==> src/rtl/calc_mem_bridge.sv <==
// Calculator-to-CPU shared-memory bridge: buffered calculator writes,
// 16-word mailbox with status word, and a result return handshake.
module calc_mem_bridge #(
    parameter int ADDR_W     = 4,
    parameter int DATA_W     = 32,
    parameter int FIFO_DEPTH = 4
) (
    input  logic              CLK_100MHZ,
    input  logic              reset,
    input  logic              calc_we,
    input  logic [32:0]       calc_addr,
    input  logic [DATA_W-1:0] calc_wdata,
    input  logic              calc_rd_req,
    output logic [DATA_W-1:0] calc_rdata,
    output logic              calc_result_valid,
    input  logic [ADDR_W-1:0] cpu_addr,
    input  logic              cpu_we,
    input  logic [DATA_W-1:0] cpu_wdata,
    output logic [DATA_W-1:0] cpu_rdata,
    output logic [2:0]        fifo_count,
    output logic              overflow
);

    localparam int PW    = $clog2(FIFO_DEPTH);
    localparam int WORDS = 1 << ADDR_W;
    localparam logic [ADDR_W-1:0] A_OPB = ADDR_W'(2);
    localparam logic [ADDR_W-1:0] A_RES = ADDR_W'(3);
    localparam logic [ADDR_W-1:0] A_ST  = ADDR_W'(15);

    logic              we_q;
    logic              rd_q;
    logic              we_rise;
    logic              rd_rise;
    logic [ADDR_W-1:0] f_addr [FIFO_DEPTH];
    logic [DATA_W-1:0] f_data [FIFO_DEPTH];
    logic [PW-1:0]     wr_ptr;
    logic [PW-1:0]     rd_ptr;
    logic [2:0]        count;
    logic [DATA_W-1:0] mem [WORDS];
    logic              full;
    logic              push;
    logic              pop;
    logic [ADDR_W-1:0] h_addr;
    logic [DATA_W-1:0] h_data;
    logic [1:0]        st_nxt;
    logic              unused_addr;

    assign unused_addr = ^calc_addr[32:ADDR_W];

    assign we_rise = calc_we & ~we_q;
    assign rd_rise = calc_rd_req & ~rd_q;
    assign full    = (count == 3'(FIFO_DEPTH));
    assign pop     = (count != 3'd0) && !cpu_we;
    assign push    = we_rise && (!full || pop);
    assign h_addr  = f_addr[rd_ptr];
    assign h_data  = f_data[rd_ptr];

    assign fifo_count = count;

    // Previous-cycle copies of the calculator strobes for rise detection
    always_ff @(posedge CLK_100MHZ or negedge reset) begin
        if (!reset) begin
            we_q <= 1'b0;
            rd_q <= 1'b0;
        end else begin
            we_q <= calc_we;
            rd_q <= calc_rd_req;
        end
    end

    // Calculator write buffer: in-order queue, drops and flags when full
    always_ff @(posedge CLK_100MHZ or negedge reset) begin
        if (!reset) begin
            for (int i = 0; i < FIFO_DEPTH; i++) begin
                f_addr[i] <= '0;
                f_data[i] <= '0;
            end
            wr_ptr   <= '0;
            rd_ptr   <= '0;
            count    <= '0;
            overflow <= 1'b0;
        end else begin
            if (push) begin
                f_addr[wr_ptr] <= calc_addr[ADDR_W-1:0];
                f_data[wr_ptr] <= calc_wdata;
                wr_ptr         <= wr_ptr + PW'(1);
            end
            if (pop) begin
                rd_ptr <= rd_ptr + PW'(1);
            end
            unique case ({push, pop})
                2'b10:   count <= count + 3'd1;
                2'b01:   count <= count - 3'd1;
                default: count <= count;
            endcase
            if (we_rise && !push) begin
                overflow <= 1'b1;
            end
        end
    end

    // Status word: later rules override earlier ones (set beats clear)
    always_comb begin
        st_nxt = mem[A_ST][1:0];
        if (pop && h_addr == A_ST) begin
            st_nxt = h_data[1:0];
        end
        if (cpu_we && cpu_addr == A_ST) begin
            st_nxt = cpu_wdata[1:0];
        end
        if (rd_rise) begin
            st_nxt[1] = 1'b0;
        end
        if (cpu_we && cpu_addr == A_RES) begin
            st_nxt[1] = 1'b1;
        end
        if (pop && h_addr == A_OPB) begin
            st_nxt[0] = 1'b1;
        end
    end

    // Mailbox port: CPU write or FIFO drain, status word rebuilt each cycle
    always_ff @(posedge CLK_100MHZ or negedge reset) begin
        if (!reset) begin
            for (int i = 0; i < WORDS; i++) begin
                mem[i] <= '0;
            end
            cpu_rdata <= '0;
        end else begin
            cpu_rdata <= mem[cpu_addr];
            if (pop) begin
                mem[h_addr] <= h_data;
            end
            if (cpu_we) begin
                mem[cpu_addr] <= cpu_wdata;
            end
            mem[A_ST] <= {{(DATA_W-2){1'b0}}, st_nxt};
        end
    end

    // Result return: CPU write to the result word loads and flags it
    always_ff @(posedge CLK_100MHZ or negedge reset) begin
        if (!reset) begin
            calc_rdata        <= '0;
            calc_result_valid <= 1'b0;
        end else if (cpu_we && cpu_addr == A_RES) begin
            calc_rdata        <= cpu_wdata;
            calc_result_valid <= 1'b1;
        end else if (rd_rise) begin
            calc_result_valid <= 1'b0;
        end
    end

endmodule

==> config.mk <==
export PLATFORM = sky130hd
export DESIGN_NAME = calc_mem_bridge
export DESIGN_NICKNAME = d
export VERILOG_FILES = /design/src/rtl/calc_mem_bridge.sv
export SDC_FILE = /design/constraint.sdc
export NUM_CORES = 1
export LEC_CHECK = 0
export ABC_AREA = 1
export BUFFER_PORTS_ARGS = -buffer_cell sky130_fd_sc_hd__buf_2
export CORE_ASPECT_RATIO = 1.2
export CORE_UTILIZATION = 55
export CTS_CLUSTER_SIZE = 30
export DETAILED_ROUTE_END_ITERATION = 10
export MAX_ROUTING_LAYER = met4
export PLACE_DENSITY_LB_ADDON = 0.08
export RECOVER_POWER = 100
export SLEW_MARGIN = 25
export SYNTH_ARGS = -nofsm -noshare
export SYNTH_HDL_FRONTEND = slang
export SYNTH_SLANG_ARGS = --single-unit
==> constraint.sdc <==
create_clock -name CLK_100MHZ -period 4.3 [get_ports CLK_100MHZ]
set_input_delay 0 -clock CLK_100MHZ [delete_from_list [all_inputs] [get_ports CLK_100MHZ]]
set_output_delay 0 -clock CLK_100MHZ [all_outputs]
set_load 0.005 [all_outputs]
Word-level counts from Yosys, hierarchy flattened:

Cells that the tools add are included.

* add/subtract/negate cells: 4
* $lt $le $gt $ge: 7
* equal/unequal tests: 7
* muxes and demuxes: 31
* bitwise operators: 8
* reductions and logical operators: 19

Operators with widths (count)
* 512-bit bitwise mux: 2
* 512-bit 2-to-1 mux: 2
* 32-bit demux with 4-bit select: 2
* 32-bit 2-to-1 mux: 7
* 32-bit binary-select mux with 4-bit select: 1
* 128-bit bitwise mux: 1
* 32-bit binary-select mux with 2-bit select: 1
* 32-bit demux with 2-bit select: 1
* 16-bit bitwise mux: 1
* 4-bit 2-to-1 mux: 3
* 5-bit >= comparator, second input constant: 2
* 1-bit logical AND: 10
* 5-bit by 1-bit less-than comparator with 1-bit output, second input constant: 2
* 4-bit inverter with 5-bit output: 2
* 4-bit binary-select mux with 2-bit select: 1
* 4-bit demux with 2-bit select: 1
* 4-bit by 2-bit == test with 1-bit output, second input constant: 2
* 4-bit == test, second input constant: 2
* 3-bit >= comparator, second input constant: 2
* 2-bit inverter with 3-bit output: 2
* 3-bit one-hot mux with 2 select lines: 1
* 3-bit nonzero test: 2
* 1-bit 2-to-1 mux: 5
* 2-bit by 1-bit adder with 2-bit output, second input constant: 2
* 13 further kinds: 19

* flip-flop bits (word level): 701
* input bits: 106
* output and inout port bits: 69
* logic and storage cells: 110

Logic depth before layout (Yosys ltp):

Gate-level depths: netlist (run 1).

* depth in word-level cells: 13
* depth in mapped cells: 13

Worst setup path after synthesis (run 1):

Ideal clock, no wire load.

* kind: register to register
* start point: reg count[0] (netlist: fifo_count[0])
* end point: reg count[2] (netlist: fifo_count[2])
* setup time: 0.118 ns
* arrival: 1.919 ns
* data required time: 4.182 ns
* path slack: 2.263 ns
* cell stages (with the launch flop): 11
* buffers on the path: 1
* clock period less this slack: 2.037 ns
* path through: dfrtp_1 -> nor2_1 -> a21oi_4 -> clkbuf_1 -> nand2_1 -> fa_1 -> inv_1 -> nand2_1 -> o21ai_1 -> xor2_1 -> inv_1

* longest elaborated chain between the ends: 6
* elaborated cells on any way between the ends: 12

Ends and longest elaborated chain
* start: declaration: line 38 `logic [2:0] count;`
* start signal: assignment: line 92 `2'b10: count <= count + 3'd1;`
* start signal: assignment: line 93 `2'b01: count <= count - 3'd1;`
* start signal: assignment: line 94 `default: count <= count;`
* 3-bit == test or 3-bit nonzero test (tied branches): line 52, 53
* 1-bit logical NOT or 1-bit logical AND (tied branches): line 54, 53
* 1-bit logical OR: line 54 `assign push = we_rise && (!full || pop);`
* 1-bit logical AND: line 54
* 2-bit by 1-bit == test with 1-bit output or 2-bit == test (tied branches): line 91 `unique case ({push, pop})`
* 3-bit one-hot mux with 2 select lines or 2-bit nonzero test (tied branches)

Several ways; a longest one is shown, not always the timed one.
A chain may end at the register's enable or synchronous reset.

Worst setup path after layout (run 1):

* start point: in cpu_we
* end point: reg mem[415] (netlist bit)

* longest elaborated chain between the ends: 5

Ends and longest elaborated chain
* start: declaration: line 17 `input logic cpu_we,`
* 1-bit logical NOT: line 53 `assign pop = (count != 3'd0) && !cpu_we;`
* 1-bit logical AND: line 53
* 512-bit 2-to-1 mux: line 131 `if (pop) begin`
* 512-bit bitwise mux: line 135 `mem[cpu_addr] <= cpu_wdata;`
* 512-bit 2-to-1 mux *: line 134 `if (cpu_we) begin`
* end signal: indexed assignment: line 132 `mem[h_addr] <= h_data;`
* end signal: indexed assignment: line 135
* end signal: indexed assignment: line 137 `mem[A_ST] <= {{(DATA_W-2){1'b0}}, st_nxt};`
* end: declaration: line 39 `logic [DATA_W-1:0] mem [WORDS];`

Every way passes the cells marked *; elsewhere a longest branch is shown, timed or not.

==> results of run 1 <==
-- registers in the layout, indices dropped and copies added (netlist names), 2 cells and up --
signal and cells:
f_addr 16, f_data 128, mem 482, cpu_rdata 32, fifo_count 3, calc_rdata 32
wr_ptr 2, rd_ptr 2
-- synth_stat cells, types with 4 or more instances --
master,n
sky130_fd_sc_hd__nor2_1,33
sky130_fd_sc_hd__nand4_1,34
sky130_fd_sc_hd__nor2_2,13
sky130_fd_sc_hd__a21oi_1,62
sky130_fd_sc_hd__buf_4,4
sky130_fd_sc_hd__nand2_2,4
sky130_fd_sc_hd__o22ai_1,126
sky130_fd_sc_hd__inv_2,7
sky130_fd_sc_hd__mux2_2,82
sky130_fd_sc_hd__buf_2,132
sky130_fd_sc_hd__inv_1,582
sky130_fd_sc_hd__nor2_4,6
sky130_fd_sc_hd__nand3_2,4
sky130_fd_sc_hd__ha_1,4
sky130_fd_sc_hd__nor3_1,30
sky130_fd_sc_hd__xor2_1,4
sky130_fd_sc_hd__buf_1,58
sky130_fd_sc_hd__dfrtp_1,701
sky130_fd_sc_hd__clkbuf_1,185
sky130_fd_sc_hd__nand3_1,668
sky130_fd_sc_hd__nand2_1,2092
sky130_fd_sc_hd__o21ai_0,350
-- through the flow --
step	hold slack [ps]	worst slack, ps	total power [W]	utilization	std cells
after CTS	9.98	1050	0.0305	0.626	6168
final	44.9	381	0.0307	0.623	6172
after global routing	65.7	384	0.0328	0.623	6171
after global placement	126	1040	0.0236	0.577	5959
after floorplan	-296	2260	0.0197	-	5189
after detailed placement	129	1050	0.0239	0.578	5962
-- logic make-up after synthesis --
kind of cell,count (synthesis),synth area share
and+or+nand+nor,2887,0.321
AOI/OAI and AO/OA,542,0.0776
buffers and inverters,968,0.103
xor gates and xnor gates,4,0.000942
DFF,701,0.471
muxes,82,0.0248
adders and majority gates,5,0.00188
-- power groups by stage --
stage | sequential, W | combinational, W | clock, W
finish | 0.0108 | 0.0133 | 0.00657
floorplan | 0.0106 | 0.00908 | 0
detailed placement | 0.0109 | 0.0130 | 0
CTS | 0.0108 | 0.0131 | 0.00660
global route | 0.0111 | 0.0148 | 0.00687
global placement | 0.0108 | 0.0128 | 0
-- routing by layer --
metal | global-route usage | wire [µm]
met1 | 0.513 | 52000
met2 | 0.632 | 61800
met3 | 0.0965 | 15100
met4 | 0.226 | 8160
met5 | - | 0
-- cell type report --
class                   instances  area, µm²  share of cell area
flip-flops and latches        701      17500               0.420
diodes                          2       5.00            0.000120
clock buffers                 111       2250              0.0538
repair buffers                325       2380              0.0570
well taps                     901       1130              0.0270
clock inverters                23        196             0.00471
multi-input cells            3520      16000               0.384
inverters                     589       2210              0.0530
-- worst register-to-register path, cell delays in order, from the launching register on --
cell and delay [ps]:
sky130_fd_sc_hd__dfrtp_1 400, sky130_fd_sc_hd__nor2_1 90, sky130_fd_sc_hd__nand3_1 90, sky130_fd_sc_hd__nand2_1 230
sky130_fd_sc_hd__nor2_1 1910, sky130_fd_sc_hd__buf_4 500, sky130_fd_sc_hd__mux2_2 370
-- worst max path at each step --
stage                              start                        end  slack (ps)  cells past startpoint
4_1_cts            rd_ptr[0]$_DFFE_PN0N_         mem[444]$_DFF_PN0_        1050                     12
5_1_grt            rd_ptr[0]$_DFFE_PN0N_         mem[187]$_DFF_PN0_         380                     12
3_3_place_gp                 cpu_addr[0]         mem[465]$_DFF_PN0_        1040                     10
2_1_floorplan  fifo_count[0]$_DFFE_PN0P_  fifo_count[2]$_DFFE_PN0P_        2260                     10
3_5_place_dp       rd_ptr[0]$_DFFE_PN0N_         mem[444]$_DFF_PN0_        1050                     12
6_report                          cpu_we         mem[415]$_DFF_PN0_         380                      9
-- repair_timing --
item	in CTS	in global routing
endpoints found under the hold margin	747	0
buffers inserted	0	0
setup endpoints to repair	0	0
hold buffers	72	0
==> results.txt, run 1 <==
- Post-synthesis cell type with the largest combined area: sky130_fd_sc_hd__dfrtp_1
* Remaining max-slew budget at the tightest pin: -1.23
* Port-buffer cells: 145
- For this run the aggregate overflow at the end of global routing stands at 0.
- The setup check on the worst reg-to-reg path leaves a slack of 590 ps.
- The number of buffers and inverters on the critical path is 5.
- IO Count: 175
- Hold-critical path depth: 2
- Global placement routability congestion: 0.909
- Pin count of the biggest net entering global routing: 98
- The critical path goes through dlygate4sd3_1 -> clkbuf_1 -> inv_1 -> nor2_1 -> inv_1 -> nor2_4 -> clkbuf_1 -> nand2_1 -> nand2_1.
* Top FF cell, synth: sky130_fd_sc_hd__dfrtp_1
- The share of synthesized area in the top cell type comes to 0.471.
- The final count of hold timing violations is 0.
- Psw: 0.0134 W
* Most common library cell in the layout ignoring fill and taps: sky130_fd_sc_hd__nand2_1
- For hold timing, the worst endpoint is we_q$_DFF_PN0_.
- The share of total power dissipated in sequential elements is 0.353.
* TritonCTS clock tree: built
- Cts bufs inserted: 76
- Setup violators final: 0
* Maximum capacitance violations: 8
- Vias in the first global route: 34377
- The layout has 6249 filler cells.
- Area growth syn-to-layout: 12.2%
* Mean Syn Cell Area: 7.17 µm²
- Initial core utilization: 0.555
- The number of cells on the worst reg-to-reg path is 6.
* Setup repair after global routing missed its margin: no
* Part of the total power dissipated in the clock network: 0.214
- Part of the Yosys area used for sequential elements: 0.471
- The floorplan step defined a die boundary enclosing 0.0687 mm².
- The synthesized netlist occupies a cell area of 0.0372 mm².
- The floorplan has 104 rows.
- Number of design rule violations left after detail routing: 2
- After the last flow step, the layout net total stands at 5324.
- Area of the core region: 0.0670 mm²
- Critical path class: in2reg
- In the routed layout, each cell is associated on average with a via count of 5.78.
* Power density relative to cell area: 735 mW/mm²
- In this run the horizontal extent of the chip is 239 µm.
- On the critical path the largest part of the delay comes from buffers and inverters.
- Final instance area: 0.0417 mm²
* Achievable Freq: 0.255 GHz
* Number of cells produced by synthesis: 5189
- The worst setup path is launched from an input pin.
- CTS Sinks: 701
- Worst hold path class: in2reg
- Dividing the final minimum period by the clock period gives 0.911.
- Share of async-settable or async-resettable flops after synthesis: 1.00
* Cell at the slowest stage of the critical path: sky130_fd_sc_hd__clkbuf_1
- In this run the remaining antenna-violating nets after routing total 0.
- No sink is reached through more buffers than the 3 on the longest clock path.
- Detailed-placement wirelength estimate: 79800 µm
* Slew of the pin with the lowest slew margin: 3350 ps
* Via count: 35644
* Pins Over Slew Limit: 376
- For this block, the initial DRC count from the detailed router was 4052.
* Pre-antenna DRT Iters: 11
- Routed Wire Length: 137000 µm
- For this run, the total global-route usage over all layers was measured as 0.416.
- Post-layout minimum cycle time: 3920 ps
- In this design, the stage delay of the slowest critical-path cell is 1750 ps.
- Adding up every negative setup slack in the final design gives 0 ps.
- In this run the cell area measured after placement is 0.0388 mm².
- The initial antenna violation count was 1.
- In this run, synthesis produced a sequential element count of 701.
- The flow ran to the end, but the final reports show violations.
- The endpoint identified for the worst register-to-register timing path is f_data[89]$_DFFE_PN0P_.
* H-tree depth reported by CTS: 3
- In this run the static leakage power is 21.6 nW.
- Of the cells placed in the final design, the portion with a size suffix greater than 1 is 0.0839.
- Data required time at the worst endpoint: 4860 ps
* Number of gates given a new drive strength after cts: 0
- Clock skew on the completed layout was measured at 28.1 ps.
* Clk pin slew, worst setup/hold paths: 60 ps
* Logic pwr share: 0.433
- Internal power comes to 0.0172 W.
* Synthesis Warnings: 0
* Net count of the mapped netlist: 5300
- The worst setup path is captured at a flip-flop.
* Violations in the final reports: design-rule violations, max-capacitance violations, max-slew violations
- CTS placed an instance of sky130_fd_sc_hd__clkbuf_16 at the clock tree root.
- Biggest area contributors in the synthesized netlist: sky130_fd_sc_hd__dfrtp_1, sky130_fd_sc_hd__nand2_1, sky130_fd_sc_hd__nand3_1, sky130_fd_sc_hd__inv_1, sky130_fd_sc_hd__o21ai_0
- Number of enable-type register cells in the synthesized netlist: 0
- Along the worst path, the maximum fanout reaches 33.
- Worst IR drop on VDD: 0.522 mV
* Number of unique standard cell types used by synthesis: 30
* Overall die height: 287 µm
- The later pin in the worst-skew pair is clocked with a latency of 650 ps.
- The startpoint identified for the worst hold timing path is calc_we.
* First-pass GRT wire length: 208000 µm
* Top library cells by usage in the layout, fill and taps aside: sky130_fd_sc_hd__nand2_1, sky130_fd_sc_hd__dfrtp_1, sky130_fd_sc_hd__nand3_1
- Of the total power, the share spent switching nets is 0.438.
- Data on the critical path arrives at its endpoint at 4480 ps.
- WL/cell: 22.2 µm
* Startpoint of the worst register-to-register path: fifo_count[0]$_DFFE_PN0P_
No activity file was read; power rests on OpenSTA's default activity.
==> run 2, diff against run 1 <==
==> constraint.sdc (replaced) <==
create_clock -name CLK_100MHZ -period 4.3 [get_ports CLK_100MHZ]
set_input_delay 0.215 -clock CLK_100MHZ [delete_from_list [all_inputs] [get_ports CLK_100MHZ]]
set_output_delay 0.215 -clock CLK_100MHZ [all_outputs]
set_load 0.005 [all_outputs]
==> results.txt, run 2 (same netlist as run 1, synthesis figures left out) <==
- FP Rows: 104 (unchanged)
- Startpoint of the worst register-to-register path: rd_ptr[0]$_DFFE_PN0N_ (was fifo_count[0]$_DFFE_PN0P_)
- The setup total negative slack came to 0 ps (unchanged).
- The wire length of the first global-routing pass is 208000 µm (about the same).
- The post-detailed-route DRC marker count came to 2 (unchanged).
* Pin count of the biggest net entering global routing: 129 (was 98)
* Worst Reg2Reg Path Length in Cells: 10 (was 6)
* TritonCTS clock tree: built (unchanged)
* Cell at the root of the clock tree: sky130_fd_sc_hd__clkbuf_16 (unchanged)
- The total wire length is 138000 µm (was 137000 µm).
* Antenna-violating nets left: 0 (unchanged)
- Data required time at the worst endpoint: 4860 ps (about the same)
- The starting density of the core came to 0.555 (unchanged).
- The clock slew seen by the registers of the worst setup and hold paths came to 60 ps (about the same).
- The shortest clock period the worst path allows after layout came to 3970 ps (was 3920 ps).
* Setup violators final: 0 (unchanged)
- Status: complete, but fails checks (unchanged).
* Violations in the final reports: design-rule violations, max-capacitance violations, max-slew violations (unchanged)
- The flop-to-flop setup slack is 500 ps (was 590 ps).
- CTS Sinks: 701 (unchanged)
- Data arrival at the endpoint of the critical path: 4530 ps (was 4480 ps)
* Total congestion overflow after global routing: 0 (unchanged)
- The period utilization is 0.923 (was 0.911).
- The first-pass detailed-route iteration total is 11 (unchanged).
- Detailed-placement wirelength estimate: 78700 µm (was 79800 µm)
* Type of element capturing the critical path: flip-flop (unchanged)
* LEAKAGE: 21.6 nW (about the same)
- Maximum capacitance violations: 8 (unchanged)
- Critical path class: in2reg (unchanged)
* Global placement routability congestion: 0.899 (was 0.909)
- Registers with the most flip-flops: mem x482, f_data x128 (unchanged)
- Chip width: 239 µm (unchanged)
- Final net count: 5319 (was 5324)
- Top library cells by usage in the layout, fill and taps aside: sky130_fd_sc_hd__nand2_1, sky130_fd_sc_hd__dfrtp_1, sky130_fd_sc_hd__nand3_1 (unchanged).
- Worst reg2reg path endpoint: mem[140]$_DFF_PN0_ (was f_data[89]$_DFFE_PN0P_)
- Share of cells above drive strength 1: 0.0846 (was 0.0839)
- The most frequent standard cell in the layout excluding fill and tap cells was sky130_fd_sc_hd__nand2_1 (unchanged).
* Final hold slack: 43.0 ps (was 44.9 ps)
- The area of the die came to 0.0687 mm² (unchanged).
- The cell type of the slowest stage on the worst timing path is sky130_fd_sc_hd__clkbuf_1 (unchanged).
* Area of the core region: 0.0670 mm² (unchanged)
- The number of global-route vias before repair was 33714 (was 34377).
- The worst setup skew after layout came to 35.0 ps (was 28.1 ps).
- Area growth syn-to-layout: 12.3% (was 12.2%)
* IO Count: 175 (unchanged)
- The vias per cell was 5.78 (about the same).
- Remaining max-slew budget at the tightest pin: -1.19 (was -1.23)
- Worst path cell trace: clkbuf_1 -> nand2_4 -> nor2_1 -> inv_1 -> nor2_4 -> inv_1 -> clkbuf_2 -> nand3_1 -> nand2_1 (was dlygate4sd3_1 -> clkbuf_1 -> inv_1 -> nor2_1 -> inv_1 -> nor2_4 -> clkbuf_1 -> nand2_1 -> nand2_1)
- The register ranked first by flip-flop count was mem (unchanged).
- The maximum vdd ir drop came to 0.645 mV (was 0.522 mV).
- Port-buffer cells: 145 (unchanged)
- Crit path launch type: input pin (unchanged)
- Slew of the pin with the lowest slew margin: 3290 ps (was 3350 ps)
- The maximum clock frequency came to 0.252 GHz (was 0.255 GHz).
* Power density relative to cell area: 740 mW/mm² (was 735 mW/mm²)
- The biggest cell delay along the critical path was 1640 ps (was 1750 ps).
- Utilization of the core after routing: 0.624 (was 0.623)
- The initial antenna violation count is 1 (unchanged).
- Worst hold path class: in2reg (unchanged)
- The number of gates given a new drive strength after cts is 0 (unchanged).
* H-tree depth reported by CTS: 3 (unchanged)
* DRC marker count from the first detailed-route iteration: 4371 (was 4052)
- The overall die height is 287 µm (unchanged).
- The sum of internal, switching and leakage power is 0.0309 W (was 0.0307 W).
* Setup repair after global routing missed its margin: no (unchanged)
- Destination of the critical timing path: mem[402]$_DFF_PN0_ (was mem[415]$_DFF_PN0_)
* Via count: 35634 (was 35644)
- Clock latency on the worst-skew pair: 670 ps (was 650 ps)
- The total global-route track usage is 0.418 (was 0.416).
* Most Frequent Cell on Critical Path: sky130_fd_sc_hd__inv_1
* Origin of the worst setup path: cpu_addr[1] (was cpu_we)
- The average detailed-routed wire length per instance is 22.4 µm (was 22.2 µm).
- Maximum fanout along the worst path: 47 (was 33)
- Cts bufs inserted: 76 (unchanged)
- Flip-flop count of the largest register after layout: 482 (unchanged)
- The number of slew-limit violations in the final report came to 348 (was 376).
- The final count of hold timing violations came to 0 (unchanged).
- Maximum root-to-sink buffer count: 3 (unchanged)
-- run 2: timing repair --
item	CTS	global route
hold buffers	71	0
endpoints found under the setup margin	0	0
hold endpoints to repair	646	0
setup buffers	0	0
-- run 2: worst min-delay path by stage --
stage | startpoint | end | slack (ps) | depth (start not counted)
final | cpu_wdata[11] | mem[491]$_DFF_PN0_ | 40 | 3
after floorplan | reset | calc_rdata[0]$_DFFE_PN0P_ | -80 | 0
after global placement | calc_rd_req | rd_q$_DFF_PN0_ | 340 | 1
after CTS | cpu_wdata[11] | mem[459]$_DFF_PN0_ | 10 | 3
after global routing | cpu_wdata[11] | mem[363]$_DFF_PN0_ | 30 | 3
after detailed placement | calc_we | we_q$_DFF_PN0_ | 340 | 1
-- run 2: metal layers --
layer | share of wire | wire [µm] | vias up | global-route usage
met5 | 0 | 0 | - | -
met4 | 0.058 | 7960 | 0 | 0.227
met3 | 0.11 | 15500 | 511 | 0.0938
met2 | 0.45 | 62500 | 2093 | 0.635
met1 | 0.38 | 52100 | 16711 | 0.518
li1 | - | - | 16319 | -
-- run 2: where the power goes --
| group | total [W] | switching (W) | internal (W) |
|---|---|---|---|
| combinational | 0.0133 | 0.00954 | 0.00378 |
| sequential | 0.0108 | 0.00111 | 0.00970 |
| clock | 0.00678 | 0.00288 | 0.00390 |
-- run 2: metrics by stage --
step           std cells  cell area, µm²  setup slack, ps
6_report            6168           41800              329
5_1_grt             6166           41800              344
4_1_cts             6162           42000              962
3_5_place_dp        5958           38700              981
3_3_place_gp        5957           38700              969
2_1_floorplan       5189           37200             2260
-- run 2: area by class of cell --
| class | instances | area, µm² |
|---|---|---|
| diodes | 4 | 10.0 |
| fillers | 6162 | 25200 |
| inverters | 589 | 2210 |
| clock inverters | 26 | 357 |
| clock buffers | 107 | 2170 |
| well taps | 901 | 1130 |
| repair buffers | 320 | 2340 |
| flip-flops and latches | 701 | 17500 |
| multi-input cells | 3520 | 16000 |
-- run 2: worst max-delay path, delay by kind of cell --
kind                   cells  cell delay [ps]
buffers and inverters      4             3360
and+or+nand+nor            5              940
